[src/rtl/memshare_alloc_sched.sv]
// rtl/memshare_alloc_sched.sv - memShare allocation scheduler: splits a request mask into port-indexed batches
//
// Purpose:
//   Accepts one requester bitmask per memShare pipeline cycle and issues at most
//   two allocation batches. Each batch grants up to PORT_NUM requesters. Every
//   granted requester gets the shared-port index equal to its rank within the batch.
//
// Ports:
//   sys_clk, rstn     clock and synchronous active-low reset
//   pipe_begin_i      pipeline-cycle-begin flag; gates acceptance
//   rqst_valid_i      request mask valid
//   rqst_mask_i       requester bitmask
//   rqst_ready_o      request accepted when high together with rqst_valid_i
//   alloc_valid_o     batch valid
//   alloc_ready_i     downstream accepts batch
//   alloc_mask_o      requesters granted in this batch
//   alloc_port_o      per-requester port index (PORT_IDX_W bits each), 0 if not granted
//   alloc_seq_o       0 = first sequence, 1 = second sequence
//   alloc_last_o      final batch of the current request
//   isGtr_o           one-cycle pulse: accepted request needs two sequences
//   busy_o            scheduler not idle
//   err_ovf_o         sticky: a request had more than 2*PORT_NUM bits set

module memshare_alloc_sched #(
  parameter  int RQST_NUM   = 12,
  parameter  int PORT_NUM   = 4,
  localparam int PORT_IDX_W = $clog2(PORT_NUM),
  localparam int CNT_W      = $clog2(RQST_NUM + 1)
) (
  input  logic                           sys_clk,
  input  logic                           rstn,
  input  logic                           pipe_begin_i,
  input  logic                           rqst_valid_i,
  input  logic [RQST_NUM-1:0]            rqst_mask_i,
  output logic                           rqst_ready_o,
  output logic                           alloc_valid_o,
  input  logic                           alloc_ready_i,
  output logic [RQST_NUM-1:0]            alloc_mask_o,
  output logic [RQST_NUM*PORT_IDX_W-1:0] alloc_port_o,
  output logic                           alloc_seq_o,
  output logic                           alloc_last_o,
  output logic                           isGtr_o,
  output logic                           busy_o,
  output logic                           err_ovf_o
);

  typedef enum logic [1:0] {
    S_IDLE = 2'd0,
    S_SEQ0 = 2'd1,
    S_SEQ1 = 2'd2
  } state_t;

  state_t                        r_state;
  state_t                        w_state_nxt;

  logic [RQST_NUM-1:0]           r_mask;
  logic                          r_gtr;
  logic                          r_isgtr;
  logic                          r_err;
  logic [RQST_NUM-1:0]           r_alloc_mask;
  logic [RQST_NUM*PORT_IDX_W-1:0] r_alloc_port;
  logic                          r_last;

  logic                          w_accept;
  logic [RQST_NUM-1:0]           w_src;
  logic [CNT_W-1:0]              w_pop;
  logic                          w_gtr;
  logic                          w_ovf;
  logic [RQST_NUM-1:0]           w_b0_mask;
  logic [RQST_NUM-1:0]           w_b1_mask;
  logic [RQST_NUM*PORT_IDX_W-1:0] w_b0_port;
  logic [RQST_NUM*PORT_IDX_W-1:0] w_b1_port;

  assign w_accept = rqst_valid_i & rqst_ready_o;

  // In IDLE the batches are built from the incoming mask so the first batch is
  // registered at acceptance; afterwards they are rebuilt from the latched copy.
  assign w_src = (r_state == S_IDLE) ? rqst_mask_i : r_mask;

  // Rank every set bit from the LSB upward. Ranks 0..PORT_NUM-1 form the first
  // batch, ranks PORT_NUM..2*PORT_NUM-1 the second; higher ranks are dropped.
  always_comb begin
    int cnt;
    cnt       = 0;
    w_b0_mask = '0;
    w_b1_mask = '0;
    w_b0_port = '0;
    w_b1_port = '0;
    for (int i = 0; i < RQST_NUM; i++) begin
      if (w_src[i]) begin
        if (cnt < PORT_NUM) begin
          w_b0_mask[i] = 1'b1;
          w_b0_port[i*PORT_IDX_W +: PORT_IDX_W] = PORT_IDX_W'(cnt);
        end else if (cnt < 2 * PORT_NUM) begin
          w_b1_mask[i] = 1'b1;
          w_b1_port[i*PORT_IDX_W +: PORT_IDX_W] = PORT_IDX_W'(cnt - PORT_NUM);
        end
        cnt = cnt + 1;
      end
    end
    w_pop = CNT_W'(cnt);
  end

  assign w_gtr = (int'(w_pop) > PORT_NUM);
  assign w_ovf = (int'(w_pop) > 2 * PORT_NUM);

  // State register
  always_ff @(posedge sys_clk) begin
    if (!rstn) begin
      r_state <= S_IDLE;
    end else begin
      r_state <= w_state_nxt;
    end
  end

  // Next-state logic
  always_comb begin
    w_state_nxt = r_state;
    case (r_state)
      S_IDLE: begin
        // An empty mask is consumed without producing a batch.
        if (w_accept && (w_pop != '0)) begin
          w_state_nxt = S_SEQ0;
        end
      end
      S_SEQ0: begin
        if (alloc_ready_i) begin
          w_state_nxt = r_gtr ? S_SEQ1 : S_IDLE;
        end
      end
      S_SEQ1: begin
        if (alloc_ready_i) begin
          w_state_nxt = S_IDLE;
        end
      end
      default: w_state_nxt = S_IDLE;
    endcase
  end

  // State-decoded outputs
  always_comb begin
    rqst_ready_o  = 1'b0;
    alloc_valid_o = 1'b0;
    alloc_seq_o   = 1'b0;
    busy_o        = 1'b0;
    case (r_state)
      S_IDLE: rqst_ready_o = pipe_begin_i;
      S_SEQ0: begin
        alloc_valid_o = 1'b1;
        busy_o        = 1'b1;
      end
      S_SEQ1: begin
        alloc_valid_o = 1'b1;
        alloc_seq_o   = 1'b1;
        busy_o        = 1'b1;
      end
      default: ;
    endcase
  end

  // Batch registers. They only change on acceptance or on a completed
  // transfer, so they hold stable while the downstream stalls.
  always_ff @(posedge sys_clk) begin
    if (!rstn) begin
      r_mask       <= '0;
      r_gtr        <= 1'b0;
      r_isgtr      <= 1'b0;
      r_err        <= 1'b0;
      r_alloc_mask <= '0;
      r_alloc_port <= '0;
      r_last       <= 1'b0;
    end else begin
      r_isgtr <= 1'b0;
      if (w_accept) begin
        r_mask       <= rqst_mask_i;
        r_gtr        <= w_gtr;
        r_isgtr      <= w_gtr;
        r_alloc_mask <= w_b0_mask;
        r_alloc_port <= w_b0_port;
        r_last       <= (w_pop != '0) && !w_gtr;
        if (w_ovf) begin
          r_err <= 1'b1;
        end
      end else if (alloc_valid_o && alloc_ready_i) begin
        if ((r_state == S_SEQ0) && r_gtr) begin
          r_alloc_mask <= w_b1_mask;
          r_alloc_port <= w_b1_port;
          r_last       <= 1'b1;
        end else begin
          r_alloc_mask <= '0;
          r_alloc_port <= '0;
          r_last       <= 1'b0;
        end
      end
    end
  end

  assign alloc_mask_o = r_alloc_mask;
  assign alloc_port_o = r_alloc_port;
  assign alloc_last_o = r_last;
  assign isGtr_o      = r_isgtr;
  assign err_ovf_o    = r_err;

endmodule

[config.mk]
export PLATFORM = sky130hd
export DESIGN_NAME = memshare_alloc_sched
export DESIGN_NICKNAME = d
export VERILOG_FILES = /design/src/rtl/memshare_alloc_sched.sv
export SDC_FILE = /design/constraint.sdc
export NUM_CORES = 1
export LEC_CHECK = 0
export CAP_MARGIN = 0
export CELL_PAD_IN_SITES_DETAIL_PLACEMENT = 1
export CELL_PAD_IN_SITES_GLOBAL_PLACEMENT = 1
export CORE_ASPECT_RATIO = 0.75
export CORE_MARGIN = 10
export CORE_UTILIZATION = 45
export DETAILED_ROUTE_END_ITERATION = 8
export DONT_BUFFER_PORTS = 1
export PLACE_DENSITY = 0.82
export SKIP_LAST_GASP = 1
export SLEW_MARGIN = 0
export SYNTH_ARGS = -nofsm -noshare
export SYNTH_HDL_FRONTEND = slang
export SYNTH_SLANG_ARGS = --single-unit
[constraint.sdc]
create_clock -name sys_clk -period 29.1 [get_ports sys_clk]
set_clock_uncertainty 0.2 [all_clocks]
set_input_delay 5.82 -clock sys_clk [delete_from_list [all_inputs] [get_ports sys_clk]]
set_output_delay 5.82 -clock sys_clk [all_outputs]
set_load 0.005 [all_outputs]
==> out/metrics.csv, run 1 <==
stage,metric,value,unit
drt,drc,0,
clock_tree,htree_levels,2,
global_route,track_usage,19.3,%
drt,via_per_inst,6.09,
hold_path,worstHoldPathCells,2,
global_route,first_global_vias,3925,
pwr,power_frac_clock,10.7,%
setup_path,critPathLaunchType,input port,
drt,antenna_left,0,
floorplanning,dieArea,0.0135,sq mm
yosys,synth_cell_types,83,
setup_path,critPathMostFrequentCell,ha_1,
setup_path,reg2reg_to,r_state[0],
setup_path,cp_slowest_cell,fa_1,
pwr,combPwrFrac,75.1,%
placement,port_buffers,0,
yosys,syn_inst,501,
final_layout,layout_commonest_cell,nand2_1,
clock_tree,clock_path_buffers,2,
final_layout,drive_gt1_share,11.0,%
placement,gp_congestion,0.954,
pwr,ir_drop,99.0,uV
outcome,status,completed,
yosys,synth-seq-area-share,24.6,%
pwr,power.leakage,1.68,nW
sta,setup_violations,0,
drt,wl,12800,um
yosys,yosysWarnings,0,
sta,hold_viol,0,
pwr,pwr-share-seq,14.2,%
sta,max_freq,70.9,MHz
drt,num_vias,3627,
yosys,synth-seq-cells,51,
pwr,p_sw,0.316,mW
setup_path,r2r-start,r_state[1],
final_layout,area_growth,4.34,%
sta,post-route-period-util,48.4,%
floorplanning,design.core.area,0.00901,sq mm
global_route,antenna_found_initial,0,
drt,wl_per_cell,21.5,um
setup_path,endpoint,r_state[0],
final_layout,multi_input_area,0.00291,sq mm
pwr,power.share.switching,50.3,%
floorplanning,die_y,103,um
sta,worst_slew_margin_rel,39.9,%
setup_path,crit_type,in2reg,
global_route,grt_pass1_wl,20800,um
clock_tree,clock-sinks,51,
yosys,synth-async-reset-ratio,0,%
drt,drt_iter0_markers,191,
setup_path,path_max_fanout,6,
clock_tree,clk-insertion-delay-late,300,ps
setup_path,cp.required,29080,ps
floorplanning,die_w,131,um
sta,grt_setup_unrepaired,no,
setup_path,arrival,14080,ps
drt,dr.pass1.iters,4,
clock_tree,post_cts_buffers,0,
run,max-cap-violations,0,
yosys,synth_area_per_cell,8.29,sq um
sta,whs,267,ps
global_route,grt_max_degree,47,
yosys,syn_area,0.00415,sq mm
clock_tree,root_buffer,clkbuf_16,
final_layout,seq_area,0.00102,sq mm
placement,hpwlAfterDp,9600,um
floorplanning,pin_count,60,
final_layout,nNetsFinal,517,
clock_tree,cts_tree,yes,
sta,worst_pin_slew,902,ps
final_layout,diodes,0,
clock_tree,cts_buffers,5,
final_layout,fillers,1078,
setup_path,critPathMaxStageDelay,780,ps
clock_tree,path_clk_slew,70,ps
sta,slew_violations,0,
yosys,synth_edf_count,0,
clock_tree,hold_buffers,0,
setup_path,r2r_slack,19060,ps
sta,tns,0,ps
hold_path,hold_start,r_mask[0],
yosys,synthFlopType,dfxtp_1,
setup_path,cp-end-kind,flip-flop,
global_route,gr-total-overflow,0,
pwr,power_density,145,mW/mm^2
hold_path,hp-class,reg2reg,
pwr,p_int,0.312,mW
setup_path,cp-startpoint,rqst_mask_i[0],
floorplanning,start_util,46.1,%
sta,fin_crit,14090,ps
floorplanning,rows,30,
setup_path,ff2ff_path_depth,42,
final_layout,final_cell_mix,"74 x nand2_1, 51 x dfxtp_1, 44 x nor2_1, 28 x a21oi_1, 20 x nor2b_1",
clock_tree,cts_resized,0,
cell families after synthesis:
kind of cell / count (synthesis) / synth area share [%]
AOI/OAI and AO/OA: 120 / 20.1
other: 1 / 0.0903
buffers and inverters: 48 / 5.54
muxes: 28 / 7.83
DFF: 51 / 24.6
xor gates and xnor gates: 36 / 13.0
adders and majority gates: 17 / 5.24
and+or+nand+nor: 200 / 23.6
routing by layer:
layer	GRT usage [%]	up-vias	wire, um	share of wire, %
li1	-	1721	-	-
met1	24.4	1811	5850	46
met2	31.3	80	5730	45
met3	6.57	15	1010	7.9
met4	4.69	0	207	1.6
met5	0	-	0	0
critical path, delay by kind of cell:
family | cells | cell delay, ps
adders and majority gates | 10 | 3590
buffers and inverters | 5 | 510
xor gates and xnor gates | 1 | 380
and+or+nand+nor | 12 | 1540
muxes | 3 | 590
AOI/OAI and AO/OA | 8 | 1600
final cells by class:
type	instances	share of cell area [%]
multi-input combinational	404	67.2
sequential	51	23.6
tap	112	3.23
clock buffer	5	2.89
inverter	19	1.70
clock inverter	2	0.866
timing repair buffer	3	0.520
cell usage after synthesis (5+ instances only):
library cell	n	area share, %
a21oi_1	29	3.5
xnor3_1	5	2.7
and3_1	8	1.2
dfxtp_1	51	25
nand4_1	6	0.90
inv_1	17	1.5
o211ai_1	6	1.1
nand3_1	9	1.1
ha_1	15	4.5
clkbuf_1	16	1.4
a21boi_0	16	2.9
o21ai_0	15	1.8
nor2_1	44	4.0
nor3_1	9	1.1
xnor2_2	5	2.0
xnor2_1	14	3.0
nor2b_1	20	3.0
nand2b_1	6	0.90
and2_1	9	1.4
buf_4	6	1.1
nand2_1	74	6.7
a22oi_1	10	1.8
mux2_2	11	3.0
mux2i_1	12	2.9
registers in the layout, indices dropped and copies added (netlist names):
signal,flops
alloc_last_o,1
r_state,2
err_ovf_o,1
alloc_mask_o,12
alloc_port_o,21
r_gtr,1
r_mask,12
isGtr_o,1
per-stage QoR:
step | power [mW] | cells | setup WS (ps) | util, % | area, sq um
finish | 0.629 | 596 | 15010 | 48.1 | 4330
global route | 0.679 | 596 | 14460 | 48.1 | 4330
CTS | 0.624 | 596 | 15070 | 48.1 | 4330
detailed placement | 0.551 | 589 | 14810 | 46.3 | 4170
global placement | 0.526 | 589 | 15360 | 46.3 | 4170
floorplan | 0.457 | 503 | 15800 | - | 4160
worst min-delay path by stage:
stage | end | slack [ps]
5_1_grt | r_mask[11] | 300
3_5_place_dp | r_mask[9] | 270
6_report | r_mask[0] | 270
4_1_cts | r_mask[9] | 280
2_1_floorplan | r_mask[0] | 240
3_3_place_gp | r_mask[0] | 250
power by group through the flow:
stage	registers, mW	logic, mW	clock network [mW]
2_1_floorplan	0.0878	0.370	0
3_3_place_gp	0.0914	0.434	0
3_5_place_dp	0.0916	0.459	0
4_1_cts	0.0902	0.465	0.0688
5_1_grt	0.0915	0.515	0.0721
6_report	0.0896	0.472	0.0670
Power figures use the tool's default switching activity.
==> run 2, diff against run 1 <==
==> constraint.sdc (replaced) <==
create_clock -name sys_clk -period 13.95 [get_ports sys_clk]
set_clock_uncertainty 0.2 [all_clocks]
set_input_delay 2.79 -clock sys_clk [delete_from_list [all_inputs] [get_ports sys_clk]]
set_output_delay 2.79 -clock sys_clk [all_outputs]
set_load 0.005 [all_outputs]
==> run 2 against run 1 <==
- sequential share of layout area is the same
- clock power grew 110%
- critical endpoint unchanged
- non-clock buffer count is the same
- sequential cell count is the same
- sequential power grew 110%
- cell count is the same
- power grew 110%
- final area is the same
- critical path depth is the same
==> out/metrics.csv, run 2 (synthesized netlist as in run 1, its figures left out) <==
stage,metric,value,unit
clock_tree,htree_levels,2,
drt,drt_iter0_markers,196,
floorplanning,die_w,131,um
global_route,grt_max_degree,47,
final_layout,multi_input_area,0.00291,sq mm
final_layout,seq_area,0.00102,sq mm
clock_tree,clock-sinks,51,
final_layout,fin_cells,596,
setup_path,critPathLaunchType,input port,
final_layout,diodes,0,
clock_tree,cts_tree,yes,
placement,dp_cells,589,
clock_tree,cts_resized,0,
outcome,status,completed,
setup_path,crit_type,in2reg,
setup_path,critPathMostFrequentCell,ha_1,
clock_tree,hold_buffers,0,
placement,hpwlAfterDp,9560,um
final_layout,fillers,1101,
placement,gp_congestion,0.955,
setup_path,critPathBufInv,5,
setup_path,cp.required,13940,ps
setup_path,cp-end-kind,flip-flop,
floorplanning,start_util,46.1,%
clock_tree,clock_path_buffers,2,
clock_tree,root_buffer,clkbuf_16,
setup_path,critPathMaxStageDelay,780,ps
sta,grt_setup_unrepaired,no,
sta,whs,263,ps
sta,hold_viol,0,
drt,wl,12800,um
final_layout,final_cell_mix,"74 x nand2_1, 51 x dfxtp_1, 44 x nor2_1, 28 x a21oi_1, 20 x nor2b_1",
hold_path,worstHoldPathCells,2,
sta,slew_violations,0,
pwr,ir_drop,200,uV
sta,fin_crit,11110,ps
final_layout,nNetsFinal,517,
global_route,gr-total-overflow,0,
floorplanning,design.core.area,0.00901,sq mm
sta,setup_violations,0,
global_route,track_usage,19.5,%
setup_path,r2r-start,r_state[1],
drt,num_vias,3596,
hold_path,hp-class,reg2reg,
drt,wl_per_cell,21.4,um
clock_tree,path_clk_slew,70,ps
final_layout,layout_commonest_cell,nand2_1,
final_layout,largest_register_ffs,21,
setup_path,cp_slowest_cell,fa_1,
clock_tree,clk-insertion-delay-late,300,ps
setup_path,critPathTopFamily,adder cells,
pwr,finalPower,1.30,mW
floorplanning,pin_count,60,
global_route,first_global_vias,3874,
sta,max_freq,90.0,MHz
run,max-cap-violations,0,
sta,tns,0,ps
setup_path,path_max_fanout,6,
floorplanning,die_y,103,um
hold_path,hold_start,r_mask[0],
pwr,power_density,301,mW/mm^2
drt,antenna_left,0,
setup_path,cp-startpoint,rqst_mask_i[0],
clock_tree,cts_buffers,5,
sta,post-route-period-util,79.7,%
floorplanning,dieArea,0.0135,sq mm
floorplanning,rows,30,
final_layout,area_growth,4.34,%
sta,worst_slew_margin_rel,38.4,%
global_route,antenna_found_initial,0,
drt,drc,0,
global_route,grt_pass1_wl,20700,um
sta,worst_pin_slew,923,ps
pwr,power.leakage,1.68,nW
drt,dr.pass1.iters,4,
setup_path,arrival,11100,ps
setup_path,cp.depth,39,
placement,port_buffers,0,
sta,worst_slack,2840,ps
final_layout,drive_gt1_share,11.0,%
setup_path,ff2ff_path_depth,42,
drt,via_per_inst,6.03,
placement,place_ws,2700,ps
clock_tree,post_cts_buffers,0,
-- run 2: cell type report --
| cell class | instances | share of cell area, % |
|---|---|---|
| multi-input combinational | 404 | 67.2 |
| sequential | 51 | 23.6 |
| tap | 112 | 3.23 |
| clock buffer | 5 | 2.89 |
| inverter | 19 | 1.70 |
| clock inverter | 2 | 0.866 |
| timing repair buffer | 3 | 0.520 |
-- run 2: path summary, 6_finish.rpt --
path | end | slack [ps]
worst max-delay path | r_state[0] | 2840
worst min-delay path | r_mask[0] | 260
worst min register to register | r_mask[0] | 260
worst max register to register | r_state[0] | 3880
-- run 2: routing by layer --
| metal | routed length, um | vias up | part of all wire (%) | GRT usage (%) |
|---|---|---|---|---|
| met5 | 0 | - | 0 | 0 |
| met4 | 84 | 0 | 0.66 | 3.67 |
| met3 | 1140 | 6 | 8.9 | 6.67 |
| met2 | 5900 | 85 | 46 | 32.0 |
| met1 | 5660 | 1783 | 44 | 24.4 |
| li1 | - | 1722 | - | - |
-- run 2: power breakdown --
part           leakage, nW  internal [mW]  switching, mW
Clock               0.0759         0.0837         0.0567
Combinational         1.19          0.400          0.578
Sequential           0.415          0.168         0.0186
Total                 1.68          0.651          0.653
-- run 2: worst min-delay path, cell delays in order, from the launching register on --
cell      delay (ps)
dfxtp_1          310
nand2_1           50
a21boi_0          60
-- run 2: through the flow --
stage / cell area (sq um) / util, %
2_1_floorplan: 4160 / -
4_1_cts: 4330 / 48.1
3_3_place_gp: 4170 / 46.3
6_report: 4330 / 48.1
5_1_grt: 4330 / 48.1
3_5_place_dp: 4170 / 46.3
